File: src/rtl/sub_bytes_pkg.sv
`default_nettype none
// ============================================================================
// Module   : sub_bytes_pkg
// Purpose  : Shared types, constants and the AES S-box function used by the
//            shared SubWord engine and its scheduler.
// Ports    : none (package)
// Revision : 1.0 - initial release
// ============================================================================
package sub_bytes_pkg;

  typedef enum logic [1:0] {
    IDLE  = 2'd0,
    ISSUE = 2'd1,
    DRAIN = 2'd2
  } state_e;

  typedef enum logic {
    OWN_RD = 1'b0,
    OWN_KE = 1'b1
  } owner_e;

  localparam int RD_WORDS = 4;
  localparam int KE_WORDS = 1;
  localparam int LANES    = 4;

  // Multiply by x in GF(2^8) modulo x^8+x^4+x^3+x+1.
  function automatic logic [7:0] xtime(input logic [7:0] a);
    return {a[6:0], 1'b0} ^ (a[7] ? 8'h1b : 8'h00);
  endfunction

  function automatic logic [7:0] gf_mul(input logic [7:0] a, input logic [7:0] b);
    logic [7:0] r;
    logic [7:0] x;
    r = 8'h00;
    x = a;
    for (int i = 0; i < 8; i++) begin
      if (b[i]) r = r ^ x;
      x = xtime(x);
    end
    return r;
  endfunction

  // S-box computed as multiplicative inverse (b^254, which maps 0 to 0)
  // followed by the affine transform; avoids a 256-entry table.
  function automatic logic [7:0] sbox(input logic [7:0] b);
    logic [7:0] p;
    logic [7:0] r;
    p = b;
    r = 8'h01;
    // Accumulate b^2 * b^4 * ... * b^128 = b^254.
    for (int i = 0; i < 7; i++) begin
      p = gf_mul(p, p);
      r = gf_mul(r, p);
    end
    return r ^ {r[6:0], r[7]} ^ {r[5:0], r[7:6]} ^ {r[4:0], r[7:5]}
             ^ {r[3:0], r[7:4]} ^ 8'h63;
  endfunction

endpackage
`default_nettype wire

File: src/rtl/sub_bytes_sched_sbox_word.sv
`default_nettype none
// ============================================================================
// Module   : sbox_word
// Purpose  : Four registered S-box lanes forming a 32-bit SubWord engine
//            with one cycle of latency. Lane j handles byte [8j+7:8j].
// Ports    : clk     - rising-edge clock
//            i_word  - 32-bit word to substitute
//            o_word  - substituted word, one cycle later
// Revision : 1.0 - initial release
// ============================================================================
module sbox_word
  import sub_bytes_pkg::*;
(
  input  logic        clk,
  input  logic [31:0] i_word,
  output logic [31:0] o_word
);

  // Lane registers are deliberately not reset: the scheduler only captures
  // their output in states where they hold freshly issued data.
  for (genvar j = 0; j < LANES; j++) begin : g_lane
    logic [7:0] lane_q;
    always_ff @(posedge clk) begin
      lane_q <= sbox(i_word[8*j +: 8]);
    end
    assign o_word[8*j +: 8] = lane_q;
  end

endmodule
`default_nettype wire

File: src/rtl/sub_bytes_sched.sv
`default_nettype none
// ============================================================================
// Module   : sub_bytes_sched
// Purpose  : Round-robin scheduler sharing one SubWord engine between the
//            round datapath (128-bit SubBytes, four word passes) and key
//            expansion (32-bit SubWord, one pass).
// Ports    : clk, rst_n           - clock, async active-low reset
//            RD_REQ/RD_DATA       - round datapath request and state
//            RD_GNT/RD_DONE       - accept / completion pulses
//            RD_RESULT            - SubBytes(RD_DATA), held to next RD done
//            KE_REQ/KE_WORD       - key expansion request and word
//            KE_GNT/KE_DONE       - accept / completion pulses
//            KE_RESULT            - SubWord(KE_WORD), held to next KE done
// Revision : 1.0 - initial release
// ============================================================================
module sub_bytes_sched
  import sub_bytes_pkg::*;
(
  input  logic         clk,
  input  logic         rst_n,
  input  logic         RD_REQ,
  input  logic [127:0] RD_DATA,
  output logic         RD_GNT,
  output logic         RD_DONE,
  output logic [127:0] RD_RESULT,
  input  logic         KE_REQ,
  input  logic [31:0]  KE_WORD,
  output logic         KE_GNT,
  output logic         KE_DONE,
  output logic [31:0]  KE_RESULT
);

  localparam logic [1:0] C_RD_LAST = 2'(RD_WORDS - 1);
  localparam logic [1:0] C_KE_LAST = 2'(KE_WORDS - 1);

  state_e       state_q, state_d;
  logic [1:0]   cnt_q, cnt_d;
  logic [1:0]   last_idx_q, last_idx_d;
  owner_e       owner_q, owner_d;
  owner_e       served_q, served_d;
  logic [127:0] job_q, job_d;
  logic [127:0] rd_res_q, rd_res_d;
  logic [31:0]  ke_res_q, ke_res_d;
  logic         rd_gnt_q, rd_gnt_d, ke_gnt_q, ke_gnt_d;
  logic         rd_done_q, rd_done_d, ke_done_q, ke_done_d;

  logic         accept;
  logic         pick_ke;
  logic         capture;
  logic [1:0]   cap_idx;
  logic [31:0]  sbox_in;
  logic [31:0]  sbox_out;

  assign accept  = (state_q == IDLE) && (RD_REQ || KE_REQ);
  // On a tie the requester not served last wins.
  assign pick_ke = KE_REQ && (!RD_REQ || (served_q == OWN_RD));

  // The engine output in a cycle belongs to the word issued one cycle
  // earlier: cnt-1 while still issuing, or the held last index in DRAIN.
  assign capture = ((state_q == ISSUE) && (cnt_q != 2'd0)) || (state_q == DRAIN);
  assign cap_idx = (state_q == DRAIN) ? cnt_q : (cnt_q - 2'd1);

  always_comb begin
    sbox_in = job_q[127:96];
    for (int k = 0; k < RD_WORDS; k++) begin
      if (cnt_q == 2'(k)) sbox_in = job_q[127 - 32*k -: 32];
    end
  end

  sbox_word u_sbox_word (
    .clk    (clk),
    .i_word (sbox_in),
    .o_word (sbox_out)
  );

  // State register (and all other flops).
  always_ff @(posedge clk or negedge rst_n) begin
    if (!rst_n) begin
      state_q    <= IDLE;
      cnt_q      <= 2'd0;
      last_idx_q <= 2'd0;
      owner_q    <= OWN_RD;
      served_q   <= OWN_RD;
      job_q      <= '0;
      rd_res_q   <= '0;
      ke_res_q   <= '0;
      rd_gnt_q   <= 1'b0;
      ke_gnt_q   <= 1'b0;
      rd_done_q  <= 1'b0;
      ke_done_q  <= 1'b0;
    end else begin
      state_q    <= state_d;
      cnt_q      <= cnt_d;
      last_idx_q <= last_idx_d;
      owner_q    <= owner_d;
      served_q   <= served_d;
      job_q      <= job_d;
      rd_res_q   <= rd_res_d;
      ke_res_q   <= ke_res_d;
      rd_gnt_q   <= rd_gnt_d;
      ke_gnt_q   <= ke_gnt_d;
      rd_done_q  <= rd_done_d;
      ke_done_q  <= ke_done_d;
    end
  end

  // Next-state logic.
  always_comb begin
    state_d = state_q;
    cnt_d   = cnt_q;
    case (state_q)
      IDLE: begin
        if (accept) begin
          state_d = ISSUE;
          cnt_d   = 2'd0;
        end
      end
      ISSUE: begin
        // Hold cnt on the last word so DRAIN sees the final index.
        if (cnt_q == last_idx_q) state_d = DRAIN;
        else                     cnt_d   = cnt_q + 2'd1;
      end
      DRAIN:   state_d = IDLE;
      default: state_d = IDLE;
    endcase
  end

  // Output / datapath logic.
  always_comb begin
    last_idx_d = last_idx_q;
    owner_d    = owner_q;
    served_d   = served_q;
    job_d      = job_q;
    rd_res_d   = rd_res_q;
    ke_res_d   = ke_res_q;
    rd_gnt_d   = 1'b0;
    ke_gnt_d   = 1'b0;
    rd_done_d  = 1'b0;
    ke_done_d  = 1'b0;

    if (accept) begin
      owner_d    = pick_ke ? OWN_KE : OWN_RD;
      served_d   = pick_ke ? OWN_KE : OWN_RD;
      // A KE word sits in word slot 0 so both owners share one issue path.
      job_d      = pick_ke ? {KE_WORD, 96'd0} : RD_DATA;
      last_idx_d = pick_ke ? C_KE_LAST : C_RD_LAST;
      rd_gnt_d   = !pick_ke;
      ke_gnt_d   = pick_ke;
    end

    if (capture) begin
      if (owner_q == OWN_KE) begin
        ke_res_d = sbox_out;
      end else begin
        for (int k = 0; k < RD_WORDS; k++) begin
          if (cap_idx == 2'(k)) rd_res_d[127 - 32*k -: 32] = sbox_out;
        end
      end
    end

    if (state_q == DRAIN) begin
      rd_done_d = (owner_q == OWN_RD);
      ke_done_d = (owner_q == OWN_KE);
    end
  end

  assign RD_GNT    = rd_gnt_q;
  assign RD_DONE   = rd_done_q;
  assign RD_RESULT = rd_res_q;
  assign KE_GNT    = ke_gnt_q;
  assign KE_DONE   = ke_done_q;
  assign KE_RESULT = ke_res_q;

endmodule
`default_nettype wire

File: config.mk
export PLATFORM = sky130hd
export DESIGN_NAME = sub_bytes_sched
export DESIGN_NICKNAME = d
export VERILOG_FILES = /design/src/rtl/sub_bytes_pkg.sv /design/src/rtl/sub_bytes_sched_sbox_word.sv /design/src/rtl/sub_bytes_sched.sv
export SDC_FILE = /design/constraint.sdc
export NUM_CORES = 2
export LEC_CHECK = 0
export BUFFER_PORTS_ARGS = -buffer_cell sky130_fd_sc_hd__buf_4
export CAP_MARGIN = 0
export CORE_MARGIN = 2
export CORE_UTILIZATION = 65
export CTS_BUF_LIST = sky130_fd_sc_hd__clkbuf_8
export DETAILED_ROUTE_END_ITERATION = 10
export PLACE_DENSITY_LB_ADDON = 0.05
export SLEW_MARGIN = 25
export SYNTH_ARGS = -nofsm -noshare
export SYNTH_HDL_FRONTEND = slang
export SYNTH_SLANG_ARGS = --single-unit
File: constraint.sdc
create_clock -name clk -period 44.2 [get_ports clk]
set_input_delay 0 -clock clk [delete_from_list [all_inputs] [get_ports clk]]
set_output_delay 0 -clock clk [all_outputs]
set_load 0.005 [all_outputs]
Word-level counts from Yosys, hierarchy flattened

Cells that the tools add are included.
W data, S select, Z words.

Output and inout port bits: 164
Memories kept: 0
Latch bits: 0
Input port bits: 164
Logic and storage cells: 1657
Memory bits (read-only): 0
Flip-flop bits (word level): 331
RAM bits: 0

Shift-type cells: 0
Divide/modulo/power cells: 0
Bitwise operators: 777
Multiply operators: 0
$add $sub $neg: 2
Order comparisons: 0
Eq/ne operators: 12
Mux-type cells: 829
Reduce and logical (&&, ||, !) cells: 19

Operators by type and width:

| kind                  | count |
|---|---|
| $xor A8 B8 Y8         | 744 |
| $mux W8               | 420 |
| $mux W5               | 368 |
| $mux W128             | 1 |
| $mux W32              | 3 |
| $mux W7               | 4 |
| $not A1 Y1 const A    | 28 |
| $mux W6               | 4 |
| $mux W2               | 10 |
| $mux W4               | 4 |
| $not A4 Y4            | 4 |
| $reduce_and A3 Y1     | 5 |
| $mux W3               | 4 |
| $eq A2 B2 Y1 const B  | 5 |
| $mux W1               | 9 |
| $pmux W2 S2           | 2 |
| $eq A2 B1 Y1 const B  | 3 |
| $logic_not A2 Y1      | 2 |
| $ne A2 B2 Y1 const B  | 2 |
| $reduce_and A2 Y1     | 2 |
| $reduce_bool A2 Y1    | 2 |
| $logic_and A1 B1 Y1   | 3 |
| $logic_or A1 B1 Y1    | 3 |
| $add A2 B1 Y2 const B | 1 |
| 5 further kinds       | 6 |

Longest topological paths before layout

Depth in word-level cells: 136
Depth in mapped cells: 80

Hierarchy

A second synthesis with hierarchy kept.

Cell total of the unflattened synthesis: 8595
Area, all modules: 67689.9 µm²

By module, submodules not included:

| module          | area each (µm²) | times used | cells each |
|---|---|---|---|
| sbox_word       | 55494.5         | 1          | 7658 |
| sub_bytes_sched | 12195.4         | 1          | 937 |

Worst setup path before layout

OpenSTA, ideal clock, no wires.

Path kind: flip-flop to flip-flop
From: reg cnt_q[1]
To: reg u_sbox_word.g_lane[3].lane_q[5]
Path slack: 26712 ps
Stages on the path, launching flop included: 75
Required time: 44070 ps
Period minus slack after synthesis: 17488 ps
Path buffers: 17
Data arrival time: 17359 ps
Setup time: 130 ps
Path through: dfrtp_1 inv_1 ha_1 buf_6 buf_8 buf_8 mux2_2 o221ai_2 inv_2 ha_1 clkbuf_1 clkbuf_1 nand2_1 xor2_1 inv_1 buf_2 buf_1 ha_1 (+39 left out) o21ai_0 nand4_1 o21ai_1 or4b_4 and4_1 buf_6 or2_1 buf_4 a21oi_2 o22ai_2 a2111oi_4 xnor2_1 mux4_2 xor2_1 nor2_1 xnor3_1 xor2_2 xnor3_1

Word-level cells in the longest chain between the ends: 133

RTL lines:

| what                                     | RTL line                                 | RTL |
|---|---|---|
| from (decl)                              | sub_bytes_sched.sv:37                    | `logic [1:0] cnt_q, cnt_d;` |
| from (signal assigned)                   | sub_bytes_sched.sv:93                    | `cnt_q <= cnt_d;` |
| $eq A2 B1 Y1                             | sub_bytes_sched.sv:66                    | `if (cnt_q == 2'(k)) sbox_in = job_q[127 - 32*k -: 32];` |
| $mux W32 (2 in a row)                    | sub_bytes_sched.sv:66                    |  |
| $mux W32 (*)                             | sub_bytes_sched.sv:66                    |  |
| $mux W5, or another cell as far along    | sub_bytes_pkg.sv:28                      | `return {a[6:0], 1'b0} ^ (a[7] ? 8'h1b : 8'h00);` |
| $xor A8 B8 Y8, on equally long branches  | sub_bytes_pkg.sv:28, sub_bytes_pkg.sv:37 |  |
| $xor A8 B8 Y8 or $mux W8 (tied branches) | sub_bytes_pkg.sv:37                      | `if (b[i]) r = r ^ x;` |
| $mux W8 or $xor A8 B8 Y8 (tied branches) | sub_bytes_pkg.sv:37                      |  |
| $xor A8 B8 Y8 or $mux W8 (tied branches) | sub_bytes_pkg.sv:37                      |  |
| (+114 left out)                          | -                                        |  |
| $mux W8                                  | sub_bytes_pkg.sv:37                      |  |
| $xor A8 B8 Y8                            | sub_bytes_pkg.sv:37                      |  |
| $mux W8                                  | sub_bytes_pkg.sv:37                      |  |
| $xor A8 B8 Y8                            | sub_bytes_pkg.sv:37                      |  |
| $mux W8 (*)                              | sub_bytes_pkg.sv:37                      |  |
| $xor A8 B8 Y8 (3 in a row)               | sub_bytes_pkg.sv:55                      | `return r ^ {r[6:0], r[7]} ^ {r[5:0], r[7:6]} ^ {r[4:0], r[7:5]}` |
| $xor A8 B8 Y8 (*)                        | sub_bytes_pkg.sv:56                      | `^ {r[3:0], r[7:4]} ^ 8'h63;` |
| $not A4 Y4 (no line) (*)                 | -                                        |  |
| to (signal assigned)                     | sub_bytes_sched_sbox_word.sv:24          | `lane_q <= sbox(i_word[8*j +: 8]);` |
| to (decl)                                | sub_bytes_sched_sbox_word.sv:22          | `logic [7:0] lane_q;` |

Every way passes the cells marked *; elsewhere a longest branch is shown, timed or not.
A chain may end at the register's enable or synchronous reset.

Final worst setup path

From: reg cnt_q[0]
To: reg u_sbox_word.g_lane[3].lane_q[1]

Same word-level chain as after synthesis.

==> flow_metrics.py <==
metrics = {
    "clock_tree": {
        "post_cts_buffers": 0,
        "htree_levels": 2,
        "clock_sinks": 330,
        "clkTransAtPathRegs_ns": 0.07,
        "clk_path_buf_depth": 3,
        "insertion_delay_ns": 0.78,
        "cts_resized": 0,
        "cts_inserted_buffers": 55,
        "root_buffer": "clkbuf_8",
        "cts_tree": "built",
    },
    "yosys": {
        "synth_edf_count": 0,
        "synth_area_leader_cell": "xnor2_1",
        "syn_inst": 9042,
        "synthArstFlopShare": 0.903,
        "synth_cell_types": 153,
        "ys_seq_elements": 330,
        "syn_avg_cell_area_sq_um": 8.02,
        "syn-num-nets": 9238,
        "yosysSeqAreaShare": 0.112,
        "synth_flop_cell": "dfrtp_1",
        "synth.area.top_cells": "xnor2_1 20%, dfrtp_1 10%, xnor3_1 7.5%, nor2_1 6.5%, xor2_1 4.2%",
        "synth.most_common_cell": "xnor2_1",
        "ys_warn_count": 0,
        "yosysTopAreaCellShare": 0.198,
        "synth_area_sq_um": 72600,
        "ys_top_cells_by_count": "1637 x xnor2_1, 1254 x nor2_1, 751 x nand2_1, 416 x a21oi_1, 359 x clkbuf_1",
    },
    "die": {
        "fp.dieH_um": 338,
        "io_pins": 328,
        "core_sq_um": 111000,
        "die_w_um": 338,
        "rows": 122,
        "dieArea_sq_um": 114000,
        "start_util": 0.656,
    },
    "global_route": {
        "grt.total_usage": 0.402,
        "grt_overflow": 0,
        "antenna_found_initial": 28,
        "grt_pass1_vias": 65787,
        "grt_max_degree": 93,
        "grt_pass1_wl_um": 372000,
    },
    "setup_path": {
        "critical_path_class": "reg -> reg",
        "crit_path_start": "cnt_q[0]",
        "critPathLaunchType": "flop",
        "cp.depth": 64,
        "crit_family": "XOR/XNOR gates",
        "critPathArrivalTime_ns": 21.48,
        "cpMostUsedCell": "xnor2_1",
        "cp_slowest_cell": "xor2_1",
        "rr_worst_depth": 64,
        "endpoint": "u_sbox_word.g_lane[3].lane_q[1]",
        "worstReg2RegEnd": "u_sbox_word.g_lane[3].lane_q[1]",
        "path_buf_inv": 5,
        "rr_startpoint": "cnt_q[0]",
        "required_ns": 44.83,
        "rrSetupSlack_ns": 23.34,
        "critPathMaxFanout": 69,
        "worst_setup_path_end_kind": "flop",
        "cpPeakStageDelay_ns": 0.81,
    },
    "route": {
        "via_per_inst": 6.52,
        "vias": 70832,
        "route.detailed.drc": 0,
        "top_layer_used": "met5",
        "wl_met3_um": 27600,
        "wl_met1_um": 95900,
        "wire_per_inst_um": 21.9,
        "drt_iter0_markers": 7981,
        "routed_wirelength_um": 238000,
        "postRouteAntennaNets": 0,
        "wl_met2_um": 106000,
        "dr.pass1.iters": 9,
    },
    "sta": {
        "hold_viol_final": 0,
        "maxSlewViolCount": 0,
        "slew_headroom": 0.236,
        "skew_ns": 0.0469,
        "tightestPinTransition_ns": 1.14,
        "grt_setup_unrepaired": "false",
        "timing.fmax_mhz": 47.9,
        "post-route-period-util": 0.472,
        "finalWorstPathRequiredPeriod_ns": 20.86,
        "setup_viol": 0,
        "fin_tns_setup_ns": 0,
    },
    "finish": {
        "drive_gt1_frac": 0.151,
        "syn_to_final_growth_pct": 10.4,
        "final_nets": 9506,
    },
    "placement": {
        "dp_hpwl_um": 166000,
        "gp_congestion": 1.01,
        "portBuffers": 327,
    },
    "worst_hold_path": {
        "min_path_type": "in -> reg",
    },
    "status": {
        "outcome": "finished clean",
    },
    "job": {
        "maxCapViolations": 0,
    },
}
==> worst min-delay path by stage <==
stage	startpoint	end	depth (start not counted)
2_1_floorplan	rst_n	KE_DONE	0
3_3_place_gp	rst_n	RD_RESULT[60]	1
3_5_place_dp	rst_n	RD_RESULT[60]	1
4_1_cts	RD_DATA[66]	job_q[66]	3
5_1_grt	RD_DATA[39]	job_q[39]	3
6_report	RD_DATA[26]	job_q[26]	3
==> worst min-delay path, stage by stage <==
cell	delay [ns]
dlygate4sd3_1	0.53
buf_4	0.11
a22o_1	0.11
==> area by class of cell <==
type | count | area (sq um)
antenna | 25 | 62.6
clock buffer | 71 | 977
clock inverter | 29 | 203
fill | 8622 | 30600
inverter | 138 | 538
multi-input combinational | 7986 | 61800
sequential | 330 | 8100
tap | 1488 | 1860
timing repair buffer | 799 | 6610
==> per-layer routing <==
layer  vias to the layer above  track usage
li1                      32378            -
met1                     33829        0.533
met2                      3963        0.622
met3                       654        0.111
met4                         8        0.150
met5                         -      0.00511
==> flip-flops by register name, summed over array words and instances, names as in the netlist <==
signal,cells
RD_RESULT,128
KE_DONE,1
state_q,2
served_q,1
KE_GNT,1
job_q,128
last_idx_q,1
KE_RESULT,32
u_sbox_word.g_lane.lane_q,32
cnt_q,2
RD_GNT,1
RD_DONE,1
==> placed cells by master (no fill, tap or decap), drive strengths merged, types with 45 or more instances in the layout <==
cell	count
nor2	1269
and2	71
a22o	103
nor2b	57
xor2	399
a22oi	45
a31oi	81
nor4	45
buf	568
or3	50
o21ai	395
dlygate4sd3	230
a21oi	426
clkbuf	72
xnor2	1804
inv	145
nand2b	66
o211ai	114
and3	45
o22ai	130
xnor3	268
nor3	264
dfrtp	298
a211oi	108
nand3	209
mux2i	235
mux2	241
nand2	757
==> stage by stage <==
stage | instances | utilization | area (sq um) | hold WS [ns] | setup slack [ns]
detailed placement | 10509 | 0.691 | 76400 | 0.0654 | 23.58
floorplan | 9042 | - | 72600 | -0.296 | 26.71
finish | 10866 | 0.724 | 80100 | 0.0434 | 23.34
global route | 10857 | 0.724 | 80100 | 0.0302 | 21.81
CTS | 10840 | 0.722 | 79900 | 0.000647 | 23.53
global placement | 10509 | 0.691 | 76400 | 0.0621 | 24.16
==> cells by family after synthesis <==
logic type	count (synthesis)	synth area share
and+or+nand+nor	3018	0.187
xor gates and xnor gates	2496	0.386
AOI/OAI and AO/OA	1959	0.192
buffers and inverters	726	0.0453
muxes	479	0.0719
DFF	330	0.112
adders and majority gates	34	0.00579
==> what timing repair did <==
item                       in CTS  in global routing
setup endpoints to repair       0                  0
hold buffers                  231                  0
hold endpoints to repair      222                  0
Power is left out: the tool's default activity adds up to more than one toggle a clock period on the data nets, which glitch-free logic cannot reach.
